<file path="config.mk">
export PLATFORM = sky130hd
export DESIGN_NAME = minione_fetch_flat
export DESIGN_NICKNAME = d
export VERILOG_FILES = /design/src/rtl/minione_pkg.sv /design/src/rtl/minione_fetch_if.sv /design/src/rtl/minione_ibuf.sv /design/src/rtl/minione_fetch.sv /design/src/flat_wrapper.sv
export SDC_FILE = /design/constraint.sdc
export NUM_CORES = 1
export LEC_CHECK = 0
export BUFFER_PORTS_ARGS = -buffer_cell sky130_fd_sc_hd__buf_4
export CORE_UTILIZATION = 55
export DETAILED_ROUTE_END_ITERATION = 8
export PLACE_DENSITY = 0.76
export SLEW_MARGIN = 10
export SYNTH_ARGS = -nofsm -noshare
export SYNTH_HDL_FRONTEND = slang
export SYNTH_SLANG_ARGS = --single-unit
</file>
<file path="constraint.sdc">
create_clock -name clk -period 3.4 [get_ports clk]
set_clock_uncertainty 0.15 [all_clocks]
set_input_delay 0.17 -clock clk [delete_from_list [all_inputs] [get_ports clk]]
set_output_delay 0.17 -clock clk [all_outputs]
set_load 0.01 [all_outputs]
</file>
<file path="src/rtl/minione_pkg.sv">
// Shared definitions for the minione CPU: opcodes, instruction word layout
// and the fetch-stage state encoding.
package minione_pkg;

   localparam int INSTR_W = 24;

   localparam logic [7:0] OP_LD   = 8'd0;
   localparam logic [7:0] OP_ADD  = 8'd1;
   localparam logic [7:0] OP_SUB  = 8'd2;
   localparam logic [7:0] OP_AND  = 8'd3;
   localparam logic [7:0] OP_OR   = 8'd4;
   localparam logic [7:0] OP_XOR  = 8'd5;
   localparam logic [7:0] OP_ST   = 8'd6;
   localparam logic [7:0] OP_LDR  = 8'd7;
   localparam logic [7:0] OP_SKLT = 8'd9;
   localparam logic [7:0] OP_JMP  = 8'd11;

   typedef struct packed {
      logic [7:0] sel;
      logic [7:0] op1;
      logic [7:0] op2;
   } instr_t;

   typedef enum logic [1:0] {
      IDLE  = 2'd0,
      FETCH = 2'd1,
      DRAIN = 2'd2
   } fetch_state_e;

endpackage

</file>
<file path="src/rtl/minione_fetch_if.sv">
// Bus bundle between the fetch stage, program memory and the execute core.
interface minione_fetch_if #(
   parameter int PC_W = 16
);
   import minione_pkg::*;

   // Handshakes: imem_req is a level held until imem_rvalid (one request in
   // flight, imem_addr stable meanwhile); an instruction transfers on any
   // cycle where ins_valid && ins_ready, and ins_* hold while stalled.
   logic               imem_req;
   logic [PC_W-1:0]    imem_addr;
   logic               imem_rvalid;
   logic [INSTR_W-1:0] imem_rdata;
   logic               ins_valid;
   logic               ins_ready;
   logic [7:0]         ins_sel;
   logic [7:0]         ins_op1;
   logic [7:0]         ins_op2;
   logic [PC_W-1:0]    ins_pc;
   logic               redir_valid;
   logic [PC_W-1:0]    redir_pc;

   modport master (
      output imem_req, imem_addr,
      input  imem_rvalid, imem_rdata,
      output ins_valid, ins_sel, ins_op1, ins_op2, ins_pc,
      input  ins_ready,
      input  redir_valid, redir_pc
   );

   modport slave (
      input  imem_req, imem_addr,
      output imem_rvalid, imem_rdata,
      input  ins_valid, ins_sel, ins_op1, ins_op2, ins_pc,
      output ins_ready,
      output redir_valid, redir_pc
   );

endinterface

</file>
<file path="src/rtl/minione_ibuf.sv">
// Two-entry instruction queue; the head entry drives the core-facing outputs
// directly from registers.
module minione_ibuf
   import minione_pkg::*;
#(
   parameter int PC_W = 16
) (
   input  logic            clk,
   input  logic            rst_n,
   input  logic            push,
   input  instr_t          push_ins,
   input  logic [PC_W-1:0] push_pc,
   input  logic            pop,
   input  logic            flush,
   output logic [1:0]      count,
   output logic            head_valid,
   output instr_t          head_ins,
   output logic [PC_W-1:0] head_pc
);

   instr_t          head_ins_q, tail_ins_q;
   logic [PC_W-1:0] head_pc_q, tail_pc_q;
   logic [1:0]      count_q;
   logic            do_pop, do_push;
   logic [1:0]      base;

   assign do_pop  = pop && (count_q != 2'd0);
   assign base    = count_q - {1'b0, do_pop};
   assign do_push = push && (base < 2'd2);

   // The push slot is chosen after the pop shift, so push+pop on a full
   // queue lands the new word in the tail while the old tail moves up.
   always_ff @(posedge clk or negedge rst_n) begin
      if (!rst_n) begin
         head_ins_q <= '0;
         tail_ins_q <= '0;
         head_pc_q  <= '0;
         tail_pc_q  <= '0;
         count_q    <= 2'd0;
      end else if (flush) begin
         count_q <= 2'd0;
      end else begin
         if (do_pop) begin
            head_ins_q <= tail_ins_q;
            head_pc_q  <= tail_pc_q;
         end
         if (do_push) begin
            if (base == 2'd0) begin
               head_ins_q <= push_ins;
               head_pc_q  <= push_pc;
            end else begin
               tail_ins_q <= push_ins;
               tail_pc_q  <= push_pc;
            end
         end
         count_q <= base + {1'b0, do_push};
      end
   end

   assign count      = count_q;
   assign head_valid = (count_q != 2'd0);
   assign head_ins   = head_ins_q;
   assign head_pc    = head_pc_q;

endmodule

</file>
<file path="src/rtl/minione_fetch.sv">
// minione instruction fetch: one outstanding program-memory read at a time,
// results queued in minione_ibuf, redirects flush queue and in-flight read.
module minione_fetch
   import minione_pkg::*;
#(
   parameter int              PC_W     = 16,
   parameter logic [PC_W-1:0] RESET_PC = '0,
   parameter int              DEPTH    = 2
) (
   input  logic            clk,
   input  logic            rst_n,
   input  logic            run,
   minione_fetch_if.master bus,
   output fetch_state_e    dbg_state
);

   localparam logic [2:0]      DEPTH_C = 3'(DEPTH);
   localparam logic [PC_W-1:0] PC_ONE  = 1;

   fetch_state_e    state_q, state_d;
   logic [PC_W-1:0] pc_q, pc_d;
   logic [PC_W-1:0] target_q, target_d;
   logic            push, pop, flush;
   logic [1:0]      count;
   logic [2:0]      post_cnt;
   logic            head_valid;
   instr_t          head_ins;
   logic [PC_W-1:0] head_pc;

   always_ff @(posedge clk or negedge rst_n) begin
      if (!rst_n) begin
         state_q  <= IDLE;
         pc_q     <= RESET_PC;
         target_q <= RESET_PC;
      end else begin
         state_q  <= state_d;
         pc_q     <= pc_d;
         target_q <= target_d;
      end
   end

   assign pop      = head_valid && bus.ins_ready;
   assign flush    = bus.redir_valid;
   assign post_cnt = {1'b0, count} - {2'b00, pop} + 3'd1;

   always_comb begin
      state_d  = state_q;
      pc_d     = pc_q;
      target_d = target_q;
      push     = 1'b0;
      unique case (state_q)
         IDLE: begin
            if (bus.redir_valid) begin
               pc_d = bus.redir_pc;
               if (run) state_d = FETCH;
            end else if (run && ({1'b0, count} < DEPTH_C)) begin
               state_d = FETCH;
            end
         end
         FETCH: begin
            if (bus.imem_rvalid) begin
               if (bus.redir_valid) begin
                  pc_d = bus.redir_pc;
                  if (!run) state_d = IDLE;
               end else begin
                  push = 1'b1;
                  pc_d = pc_q + PC_ONE;
                  if (!run || (post_cnt >= DEPTH_C)) state_d = IDLE;
               end
            end else if (bus.redir_valid) begin
               target_d = bus.redir_pc;
               state_d  = DRAIN;
            end
         end
         DRAIN: begin
            // The stale read still has to complete before a new request.
            if (bus.redir_valid) target_d = bus.redir_pc;
            if (bus.imem_rvalid) begin
               pc_d    = bus.redir_valid ? bus.redir_pc : target_q;
               state_d = run ? FETCH : IDLE;
            end
         end
         default: state_d = IDLE;
      endcase
   end

   minione_ibuf #(.PC_W(PC_W)) u_ibuf (
      .clk        (clk),
      .rst_n      (rst_n),
      .push       (push),
      .push_ins   (instr_t'(bus.imem_rdata)),
      .push_pc    (pc_q),
      .pop        (pop),
      .flush      (flush),
      .count      (count),
      .head_valid (head_valid),
      .head_ins   (head_ins),
      .head_pc    (head_pc)
   );

   assign bus.imem_req  = (state_q == FETCH);
   assign bus.imem_addr = pc_q;
   assign bus.ins_valid = head_valid;
   assign bus.ins_sel   = head_ins.sel;
   assign bus.ins_op1   = head_ins.op1;
   assign bus.ins_op2   = head_ins.op2;
   assign bus.ins_pc    = head_pc;
   assign dbg_state     = state_q;

endmodule

</file>
<file path="src/flat_wrapper.sv">
// flat-port wrapper written by rule: the top's interface ports become plain ports
module minione_fetch_flat import minione_pkg::*;
#(
   parameter int              PC_W     = 16,
   parameter logic [PC_W-1:0] RESET_PC = '0,
   parameter int              DEPTH    = 2
)
  (clk, rst_n, run, dbg_state, bus_imem_req, bus_imem_addr, bus_imem_rvalid, bus_imem_rdata, bus_ins_valid, bus_ins_sel, bus_ins_op1, bus_ins_op2, bus_ins_pc, bus_ins_ready, bus_redir_valid, bus_redir_pc);
  minione_fetch_if #(.PC_W(PC_W)) bus_i ();
  input  logic clk;
  input  logic rst_n;
  input  logic run;
  output fetch_state_e dbg_state;
  output wire logic [$bits(bus_i.imem_req)-1:0] bus_imem_req;
  output wire logic [$bits(bus_i.imem_addr)-1:0] bus_imem_addr;
  input wire logic [$bits(bus_i.imem_rvalid)-1:0] bus_imem_rvalid;
  input wire logic [$bits(bus_i.imem_rdata)-1:0] bus_imem_rdata;
  output wire logic [$bits(bus_i.ins_valid)-1:0] bus_ins_valid;
  output wire logic [$bits(bus_i.ins_sel)-1:0] bus_ins_sel;
  output wire logic [$bits(bus_i.ins_op1)-1:0] bus_ins_op1;
  output wire logic [$bits(bus_i.ins_op2)-1:0] bus_ins_op2;
  output wire logic [$bits(bus_i.ins_pc)-1:0] bus_ins_pc;
  input wire logic [$bits(bus_i.ins_ready)-1:0] bus_ins_ready;
  input wire logic [$bits(bus_i.redir_valid)-1:0] bus_redir_valid;
  input wire logic [$bits(bus_i.redir_pc)-1:0] bus_redir_pc;
  assign bus_imem_req = bus_i.imem_req;
  assign bus_imem_addr = bus_i.imem_addr;
  assign bus_i.imem_rvalid = bus_imem_rvalid;
  assign bus_i.imem_rdata = bus_imem_rdata;
  assign bus_ins_valid = bus_i.ins_valid;
  assign bus_ins_sel = bus_i.ins_sel;
  assign bus_ins_op1 = bus_i.ins_op1;
  assign bus_ins_op2 = bus_i.ins_op2;
  assign bus_ins_pc = bus_i.ins_pc;
  assign bus_i.ins_ready = bus_ins_ready;
  assign bus_i.redir_valid = bus_redir_valid;
  assign bus_i.redir_pc = bus_redir_pc;
  minione_fetch #(.PC_W(PC_W), .RESET_PC(RESET_PC), .DEPTH(DEPTH)) u_core (.clk(clk), .rst_n(rst_n), .run(run), .bus(bus_i), .dbg_state(dbg_state));
endmodule
</file>
==> impl_metrics.csv, run 1 <==
group,metric,value,unit
synthesis,synth_edf_count,0,
timing,finalCriticalPeriod,3.02,ns
synthesis,synth_area_leader_cell,"dfrtp_1",
power,p_leak,3.42,nW
worst_setup_path,end_kind,"flip-flop",
timing,max_clock_freq,331,MHz
routing,drcViolationCount,0,
worst_setup_path,reg2reg_slack,0.38,ns
worst_setup_path,crit_buf_inv,2,
floorplanning,die-width,105,um
placed_design,placed_cell_area,6700,um2
synthesis,netlist_area,5870,um2
timing,fin_hold_ws,0.0660,ns
hold_path,hold_depth,3,
global_route,overflow,0,
timing,max_slew_margin,41.0,%
worst_setup_path,reg2reg_depth,10,
timing,tns,0,ns
run,maxCapViolCount,0,
clock_tree,cts_sinks,116,
global_route,grt_pass1_wl,24500,um
clock_tree,htree_levels,4,
synthesis,synthCells,489,
floorplanning,ioPinCount,106,
floorplanning,core_area,10300,um2
global_route,grt_max_degree,70,
synthesis,yosysMostFrequentCell,"dfrtp_1",
clock_tree,cts_tree,"built",
clock_tree,clkSlewWorstSetupHoldPaths,0.05,ns
finish,area_growth,31.9,%
finish,fillers,657,
global_route,antenna_found_initial,0,
worst_setup_path,path_delay_family,"simple AND/OR/NAND/NOR gates",
floorplanning,die_area,11100,um2
finish,finalInstanceArea,7750,um2
synthesis,yosysUniqueCellTypes,54,
clock_tree,clk_root_buffer_cell,"clkbuf_8",
synthesis,synth_area_per_cell,12.0,um2
timing,rsz0062_at_grt,"no",
placed_design,gp_congestion,0.883,
timing,timing.final.crit_share,88.8,%
worst_setup_path,required,3.72,ns
routing,antenna_left,0,
placed_design,dp_hpwl,8930,um
worst_setup_path,worstPathCellList,"or2_2, nand2_1, inv_1, ha_1, xnor2_1, nand4_2, nand2_1, buf_4, o22a_1, o22a_1",
timing,worst_slew_pin_slew,0.884,ns
run_status,status,"finished clean",
worst_setup_path,r2r-end,"u_core.u_ibuf.head_ins[6]$_DFFE_PN0N_",
hold_path,min_path_type,"in2reg",
routing,firstDrtPassIters,5,
synthesis,ys_seq_area_share,49.4,%
worst_setup_path,cpMaxStageDelayCell,"dfrtp_1",
floorplanning,die_h,105,um
floorplanning,start_util,56.9,%
clock_tree,cts_buffers,17,
power,peakVddDrop,0.000710,V
synthesis,yosysWarnings,0,
synthesis,synth_area_leaders,"dfrtp_1, o22a_1, mux2_4",
synthesis,synthArstFlopShare,100,%
routing,drt-wirelength-per-cell,19.1,um
synthesis,synthDominantCellAreaShare,49.4,%
worst_setup_path,cp-start-kind,"flip-flop",
synthesis,netlist_top_cells_count,"dfrtp_1, o22a_1, mux2_4",
synthesis,ys_seq_elements,116,
placed_design,portBuffers,105,
finish,antenna_cells,0,
routing,drtIter0Drc,304,
worst_setup_path,critPathArrivalTime,3.33,ns
power,power_density,1050,nW/um2
global_route,grt_usage,28.5,%
global_route,grt_pass1_vias,4809,
worst_setup_path,slowest_delay,0.42,ns
worst_setup_path,path_class,"reg2reg",
worst_setup_path,rr_startpoint,"u_core.u_ibuf.count[1]$_DFF_PN0_",
synthesis,synth_nets,543,
finish,fin_nets,679,
timing,setup_viol,0,
synthesis,synthFlopType,"dfrtp_1",
timing,hold_viol_final,0,
clock_tree,insertion_delay,0.53,ns
routing,dr_total_vias,4744,
floorplanning,num_rows,37,
finish,drive_above_1_share,32.8,%
worst_setup_path,path_max_fanout,40,
timing,report.final.slew_viol_count,0,
hold_path,worstHoldEndpoint,"u_core.bus.imem_addr[11]$_DFFE_PN0P_",
clock_tree,post_cts.repair.setup_buffers,0,
routing,vias_per_cell,6.14,
clock_tree,clockBufferDepth,2,
routing,routed_wl,14800,um
finish,fin_util,75.0,%
hold_path,hp-start,"bus_redir_valid",
metal layers:
| metal | part of all wire [%] | global-route usage (%) | vias to the layer above |
|---|---|---|---|
| met4 | 1.7 | 11.2 | 0 |
| li1 | - | - | 2117 |
| met2 | 48 | 43.7 | 206 |
| met1 | 44 | 38.9 | 2395 |
| met5 | 0 | 0 | - |
| met3 | 5.8 | 7.24 | 26 |
kinds of logic (layout without fill, tap and decap cells):
| group | count (synthesis) | after routing | synth area share, % |
|---|---|---|---|
| AO/OA/AOI/OAI | 160 | 160 | 20.7 |
| flip-flops | 116 | 116 | 49.4 |
| AND/OR/NAND/NOR | 83 | 83 | 7.54 |
| multiplexers | 62 | 62 | 14.3 |
| buffers and inverters | 50 | 198 | 4.83 |
| XOR/XNOR | 10 | 10 | 1.49 |
| adder cells (fa/ha/maj) | 8 | 8 | 1.70 |
tightest hold or removal path, stage by stage:
cell and delay, ns:
buf_4 0.23, o221ai_1 0.20, nand3_1 0.08
power by group:
part           switching [mW]  internal, mW
registers               0.618          2.09
clock network           0.609          1.26
logic                    1.63          1.90
timing repair:
action | 4_1_cts | 5_1_grt
endpoints found under the setup margin | 0 | 0
gates resized for setup | 0 | 0
endpoints found under the hold margin | 149 | 0
hold buffers | 43 | 0
worst max path at each step:
stage,from,endpoint,depth (start not counted)
floorplan,u_core.u_ibuf.count[0]$_DFF_PN0_,u_core.u_ibuf.tail_ins_q[0]$_DFFE_PN0P_,10
global placement,u_core.u_ibuf.count[1]$_DFF_PN0_,u_core.u_ibuf.head_ins[7]$_DFFE_PN0N_,10
detailed placement,u_core.u_ibuf.count[1]$_DFF_PN0_,u_core.u_ibuf.head_pc[14]$_DFFE_PN0N_,10
CTS,u_core.u_ibuf.count[1]$_DFF_PN0_,u_core.u_ibuf.head_pc[14]$_DFFE_PN0N_,10
global route,u_core.u_ibuf.count[0]$_DFF_PN0_,u_core.u_ibuf.head_ins[6]$_DFFE_PN0N_,10
finish,u_core.u_ibuf.count[1]$_DFF_PN0_,u_core.u_ibuf.head_ins[6]$_DFFE_PN0N_,10
state kept, by name (all words and copies together), names as in the netlist:
signal	count
u_core.u_ibuf.head_ins	24
u_core.u_ibuf.tail_pc_q	16
u_core.dbg_state	2
u_core.bus.imem_addr	16
u_core.u_ibuf.head_pc	16
u_core.u_ibuf.count	2
u_core.u_ibuf.tail_ins_q	24
u_core.target_q	16
cell type report:
cell class              instances  area, um2  area share, %
well taps                     136        170           2.20
clock inverters                10        153           1.97
inverters                       9       33.8          0.436
multi-input cells             323       2700           34.9
flip-flops and latches        116       2900           37.5
clock buffers                  21        469           6.06
repair buffers                158       1320           17.0
layout by cell type, fill, tap and decap left out, drive strengths merged, types with 3 or more instances in the layout:
cell and count:
o21ai 29, bufinv 4, o22ai 4, clkbuf 21
mux2i 5, a31oi 4, and3 5, nand3 9
a22o 3, nor2 13, ha 8, nand2b 4
o211ai 5, dlygate4sd3 43, o221ai 4, dfrtp 116
and2 4, xnor2 6, nor2b 6, a21oi 12
o22a 81, nand2 24, inv 9, xor2 4
buf 115, mux2 57, clkinv 5, and4 4
nor3 3, nand4 5
metrics by stage:
step | power (mW) | std cells | worst slack [ns]
floorplan | 4.91 | 489 | 0.924
global placement | 6.00 | 699 | 0.635
detailed placement | 6.14 | 699 | 0.504
CTS | 8.10 | 773 | 0.484
global route | 8.57 | 773 | 0.224
finish | 8.11 | 773 | 0.381
Note: power is estimated with default switching activity, not from simulation.
==> run 2, diff against run 1 <==
PLACE_DENSITY = 0.79   (was 0.76)
==> run 2 against run 1 <==
  * Sequential power barely moved
  * Via count shrank 0.48%
  * Die area unchanged
  * Critical path type unchanged
  * Highest routed layer unchanged
==> impl_metrics.csv, run 2 (synthesized netlist as in run 1, its figures left out) <==
group,metric,value,unit
clock_tree,clockBufferDepth,2,
global_route,grtUsageMet3,7.36,%
routing,drt-wirelength-per-cell,19.1,um
worst_setup_path,slowest_delay,0.46,ns
routing,antenna_left,0,
clock_tree,cts_tree,"built",
floorplanning,start_util,56.9,%
worst_setup_path,end_kind,"flip-flop",
timing,fin_hold_ws,0.0398,ns
finish,fin_cells,775,
floorplanning,die_area,11100,um2
worst_setup_path,required,3.67,ns
clock_tree,ctsResizeCount,0,
placed_design,dp_hpwl,9160,um
power,p_leak,3.44,nW
floorplanning,core_area,10300,um2
worst_setup_path,cpMaxStageDelayCell,"and2_2",
placed_design,gp_congestion,0.870,
timing,timing.final.crit_share,87.1,%
power,finalPower,8.17,mW
placed_design,portBuffers,105,
global_route,grt_busiest_layer,"met2",
timing,worst_slew_pin_slew,0.723,ns
worst_setup_path,crit_buf_inv,2,
worst_setup_path,cp-start-kind,"flip-flop",
timing,hold_viol_final,0,
placed_design,dp_cells,701,
finish,layout_commonest_cell,"dfrtp_1",
finish,fin_util,75.5,%
global_route,grt_usage,28.2,%
finish,mostFrequentLayoutCells,"dfrtp_1, buf_4, o22a_1",
clock_tree,htree_levels,4,
floorplanning,die-width,105,um
worst_setup_path,path_class,"reg2reg",
global_route,met1_usage,37.0,%
global_route,overflow,0,
floorplanning,num_rows,37,
floorplanning,die_h,105,um
routing,firstDrtPassIters,5,
run_status,status,"finished clean",
global_route,grt_pass1_vias,4754,
finish,fin_nets,681,
placed_design,placed_cell_area,6720,um2
timing,tns,0,ns
global_route,grtUsageMet2,44.3,%
worst_setup_path,path_delay_family,"simple AND/OR/NAND/NOR gates",
finish,antenna_cells,0,
routing,drcViolationCount,0,
power,power_density,1050,nW/um2
timing,finalCriticalPeriod,2.96,ns
routing,routed_wl,14800,um
power,peakVddDrop,0.000592,V
clock_tree,insertion_delay,0.53,ns
routing,dr_total_vias,4721,
floorplanning,ioPinCount,106,
timing,max_clock_freq,338,MHz
run,maxCapViolCount,0,
timing,max_slew_margin,51.8,%
finish,drive_above_1_share,33.0,%
timing,report.final.slew_viol_count,0,
finish,fillers,645,
routing,vias_per_cell,6.09,
timing,rsz0062_at_grt,"no",
worst_setup_path,worstPathCellList,"or2_2, nand2_1, inv_1, ha_1, xnor2_1, and3_1, and2_2, buf_12, mux2_4",
clock_tree,cts_buffers,17,
routing,drtIter0Drc,360,
global_route,grt_max_degree,57,
global_route,antenna_found_initial,0,
timing,timing.final.ws_setup,0.438,ns
global_route,grt_pass1_wl,23900,um
placed_design,place_ws,0.483,ns
hold_path,min_path_type,"in2reg",
clock_tree,clkSlewWorstSetupHoldPaths,0.06,ns
worst_setup_path,path_max_fanout,16,
finish,finalInstanceArea,7790,um2
finish,area_growth,32.7,%
timing,setup_viol,0,
worst_setup_path,critPathArrivalTime,3.23,ns
clock_tree,cts_sinks,116,
clock_tree,clk_root_buffer_cell,"clkbuf_8",
==> run 2: cell types whose count changed in the layout (fill, tap and decap cells not counted), sizes merged <==
cell and change:
clkinv -3, buf +2, clkbuf +2, clkinvlp +1
==> run 2: worst paths after layout <==
path	slack, ns	endpoint	cells after the start	start
setup / recovery	0.44	u_core.u_ibuf.tail_ins_q[11]$_DFFE_PN0P_	9	u_core.u_ibuf.count[0]$_DFF_PN0_
hold / removal	0.04	u_core.bus.imem_addr[11]$_DFFE_PN0P_	3	bus_redir_valid
setup reg to reg	0.44	u_core.u_ibuf.tail_ins_q[11]$_DFFE_PN0P_	9	u_core.u_ibuf.count[0]$_DFF_PN0_
hold reg to reg	0.36	u_core.u_ibuf.head_pc[1]$_DFFE_PN0N_	1	u_core.u_ibuf.head_pc[1]$_DFFE_PN0N_
max in group asynchronous	2.11	u_core.u_ibuf.head_pc[5]$_DFFE_PN0N_	3	rst_n
min in group asynchronous	0.07	u_core.u_ibuf.head_ins[21]$_DFFE_PN0N_	2	rst_n
==> run 2: where the power goes <==
group	internal (mW)	leakage, nW	switching [mW]
Combinational	1.91	1.71	1.64
Sequential	2.09	1.41	0.607
Clock	1.30	0.312	0.619
Total	5.31	3.44	2.86
==> run 2: layer usage <==
| layer | vias up | share of wire, % |
|---|---|---|
| met2 | 199 | 49 |
| met4 | 0 | 2.2 |
| met1 | 2371 | 44 |
| met5 | - | 0 |
| met3 | 32 | 5.7 |
| li1 | 2119 | - |
==> run 2: cell type report <==
class | count | area, um2 | share of cell area, %
sequential | 116 | 2900 | 37.2
multi-input combinational | 323 | 2700 | 34.6
timing repair buffer | 160 | 1350 | 17.3
clock buffer | 23 | 497 | 6.37
tap | 136 | 170 | 2.18
clock inverter | 8 | 145 | 1.86
inverter | 9 | 33.8 | 0.433
==> run 2: repair_timing <==
item                       4_1_cts  5_1_grt
setup endpoints to repair        0        0
hold endpoints to repair       135        0
buffers inserted                 0        0
hold buffers                    43        0
==> run 2: worst reg2reg max path: stages, from the launching register on <==
cell and delay, ns:
dfrtp_1 0.41, or2_2 0.31, nand2_1 0.16, inv_1 0.08, ha_1 0.19, xnor2_1 0.28
and3_1 0.23, and2_2 0.46, buf_12 0.25, mux2_4 0.32
==> run 3, diff against run 2 <==
CELL_PAD_IN_SITES_DETAIL_PLACEMENT = 2   (was unset)
CELL_PAD_IN_SITES_GLOBAL_PLACEMENT = 2   (was unset)
CORE_UTILIZATION = 37   (was 55)
PLACE_DENSITY = unset   (was 0.79)
PLACE_DENSITY_LB_ADDON = 0.1   (was unset)
==> run 3 against run 2 <==
  * Register-to-register slack worse by 0.19 ns
  * Final area up 0.30%
  * Final cell count up 9.3%
  * Clock power down 3%
  * Worst setup slack worse by 0.19 ns
  * Global-route usage down 4.0 points
  * Sequential power about the same
  * Clock-buffer cell count up 1
  * Highest routed layer unchanged
  * Largest power group unchanged
  * Die area up 48%
  * Largest cell class unchanged
==> impl_metrics.csv, run 3 (synthesized netlist as in run 1, its figures left out) <==
group,metric,value,unit
run_status,status,"finished clean",
floorplanning,die_area,16400,um2
worst_setup_path,cp-start-kind,"flip-flop",
clock_tree,clkSlewWorstSetupHoldPaths,0.05,ns
clock_tree,cts_sinks,116,
floorplanning,ioPinCount,106,
global_route,grt_pass1_vias,5281,
global_route,met1_usage,31.7,%
timing,setup_viol,0,
global_route,antenna_found_initial,0,
power,power_density,1060,nW/um2
worst_setup_path,worstPathCellList,"or2_2, nand2_1, inv_1, ha_1, xnor2_1, nand4_2, nand2_1, buf_4, o22a_1, o22a_1",
placed_design,portBuffers,105,
routing,antenna_left,0,
timing,report.final.slew_viol_count,0,
global_route,grt_pass1_wl,30000,um
placed_design,place_ws,0.312,ns
worst_setup_path,end_kind,"flip-flop",
placed_design,placed_cell_area,6810,um2
worst_setup_path,required,3.60,ns
clock_tree,cts_buffers,17,
worst_setup_path,cpMaxStageDelayCell,"buf_4",
run,maxCapViolCount,0,
finish,fin_nets,680,
timing,timing.final.ws_setup,0.247,ns
floorplanning,die-width,128,um
finish,finalInstanceArea,7820,um2
global_route,grt_usage,24.3,%
floorplanning,die_h,128,um
worst_setup_path,critPathArrivalTime,3.36,ns
timing,timing.final.crit_share,92.7,%
timing,tns,0,ns
clock_tree,clk_root_buffer_cell,"clkbuf_16",
routing,drt-wirelength-per-cell,22.0,um
floorplanning,core_area,15400,um2
clock_tree,htree_levels,4,
routing,routed_wl,18600,um
worst_setup_path,path_delay_family,"simple AND/OR/NAND/NOR gates",
timing,max_slew_margin,44.2,%
global_route,grtUsageMet2,39.8,%
floorplanning,start_util,38.2,%
timing,max_clock_freq,317,MHz
timing,rsz0062_at_grt,"no",
global_route,grt_busiest_layer,"met2",
timing,worst_slew_pin_slew,0.837,ns
power,p_leak,3.40,nW
clock_tree,cts_tree,"built",
floorplanning,num_rows,45,
finish,antenna_cells,0,
global_route,grt_max_degree,74,
routing,drcViolationCount,0,
power,finalPower,8.29,mW
placed_design,dp_hpwl,11600,um
hold_path,min_path_type,"in2reg",
finish,area_growth,33.1,%
placed_design,gp_congestion,0.732,
routing,vias_per_cell,5.58,
routing,dr_total_vias,4724,
clock_tree,insertion_delay,0.42,ns
clock_tree,ctsResizeCount,0,
timing,finalCriticalPeriod,3.15,ns
routing,drtIter0Drc,196,
worst_setup_path,path_class,"reg2reg",
worst_setup_path,slowest_delay,0.45,ns
worst_setup_path,path_max_fanout,40,
finish,mostFrequentLayoutCells,"buf_4, dfrtp_1, o22a_1",
power,peakVddDrop,0.000428,V
clock_tree,clockBufferDepth,2,
finish,fillers,1541,
routing,firstDrtPassIters,4,
finish,drive_above_1_share,32.2,%
global_route,overflow,0,
global_route,grtUsageMet3,5.43,%
worst_setup_path,crit_buf_inv,2,
worst_setup_path,reg2reg_slack,0.25,ns
timing,hold_viol_final,0,
[run 3: cell types whose count changed in the layout (fill, tap and decap cells not counted), sizes merged]
cell / change
clkbuf: +1
dlygate4sd3: -2
buf: +1
clkinvlp: -2
clkinv: -1
[run 3: power breakdown]
group | internal [mW] | switching, mW | total, mW
combinational | 1.91 | 1.78 | 3.69
sequential | 2.09 | 0.638 | 2.73
clock | 1.25 | 0.616 | 1.87
[run 3: cell type report]
cell class              instances  area (um2)  area share, %
well taps                     211         264           3.38
clock inverters                 5         125           1.60
flip-flops and latches        116        2900           37.1
multi-input cells             323        2700           34.5
inverters                       9        33.8          0.432
repair buffers                159        1320           16.9
clock buffers                  24         472           6.03
[run 3: per-stage QoR]
stage               hold slack, ns  cells  util [%]
detailed placement          0.0858    777      44.3
finish                      0.0161    847      50.9
floorplan                   -0.276    489         -
global placement            0.0809    777      44.3
global route                0.0155    847      50.9
CTS                        0.00320    847      50.9
[run 3: path summary, 6_finish.rpt]
kind | to | start | cells after the start
max | u_core.u_ibuf.head_ins[11]$_DFFE_PN0N_ | u_core.u_ibuf.count[1]$_DFF_PN0_ | 10
min reg2reg | u_core.u_ibuf.head_pc[6]$_DFFE_PN0N_ | u_core.u_ibuf.head_pc[6]$_DFFE_PN0N_ | 1
max in group asynchronous | u_core.u_ibuf.tail_ins_q[3]$_DFFE_PN0P_ | rst_n | 3
max reg2reg | u_core.u_ibuf.head_ins[11]$_DFFE_PN0N_ | u_core.u_ibuf.count[1]$_DFF_PN0_ | 10
min in group asynchronous | u_core.u_ibuf.head_pc[0]$_DFFE_PN0N_ | rst_n | 2
min | u_core.dbg_state[1]$_DFFE_PN0P_ | bus_imem_rvalid | 3
[run 3: worst reg2reg max path, delay by kind of cell (launching register included)]
kind | cells | cell delay [ns]
xor+xnor | 1 | 0.32
flops | 1 | 0.43
compound gates | 2 | 0.40
simple gates | 4 | 1.06
fa+ha+maj | 1 | 0.20
buf+inv | 2 | 0.54
[run 3: timing repair]
action,4_1_cts,5_1_grt
hold endpoints to repair,115,0
hold buffers,41,0
buffers inserted,0,0
[run 3: per-layer routing]
| metal | vias up | wire length, um |
|---|---|---|
| met4 | 0 | 263 |
| met5 | - | 0 |
| met3 | 22 | 616 |
| met2 | 99 | 9090 |
| li1 | 2113 | - |
| met1 | 2490 | 8640 |
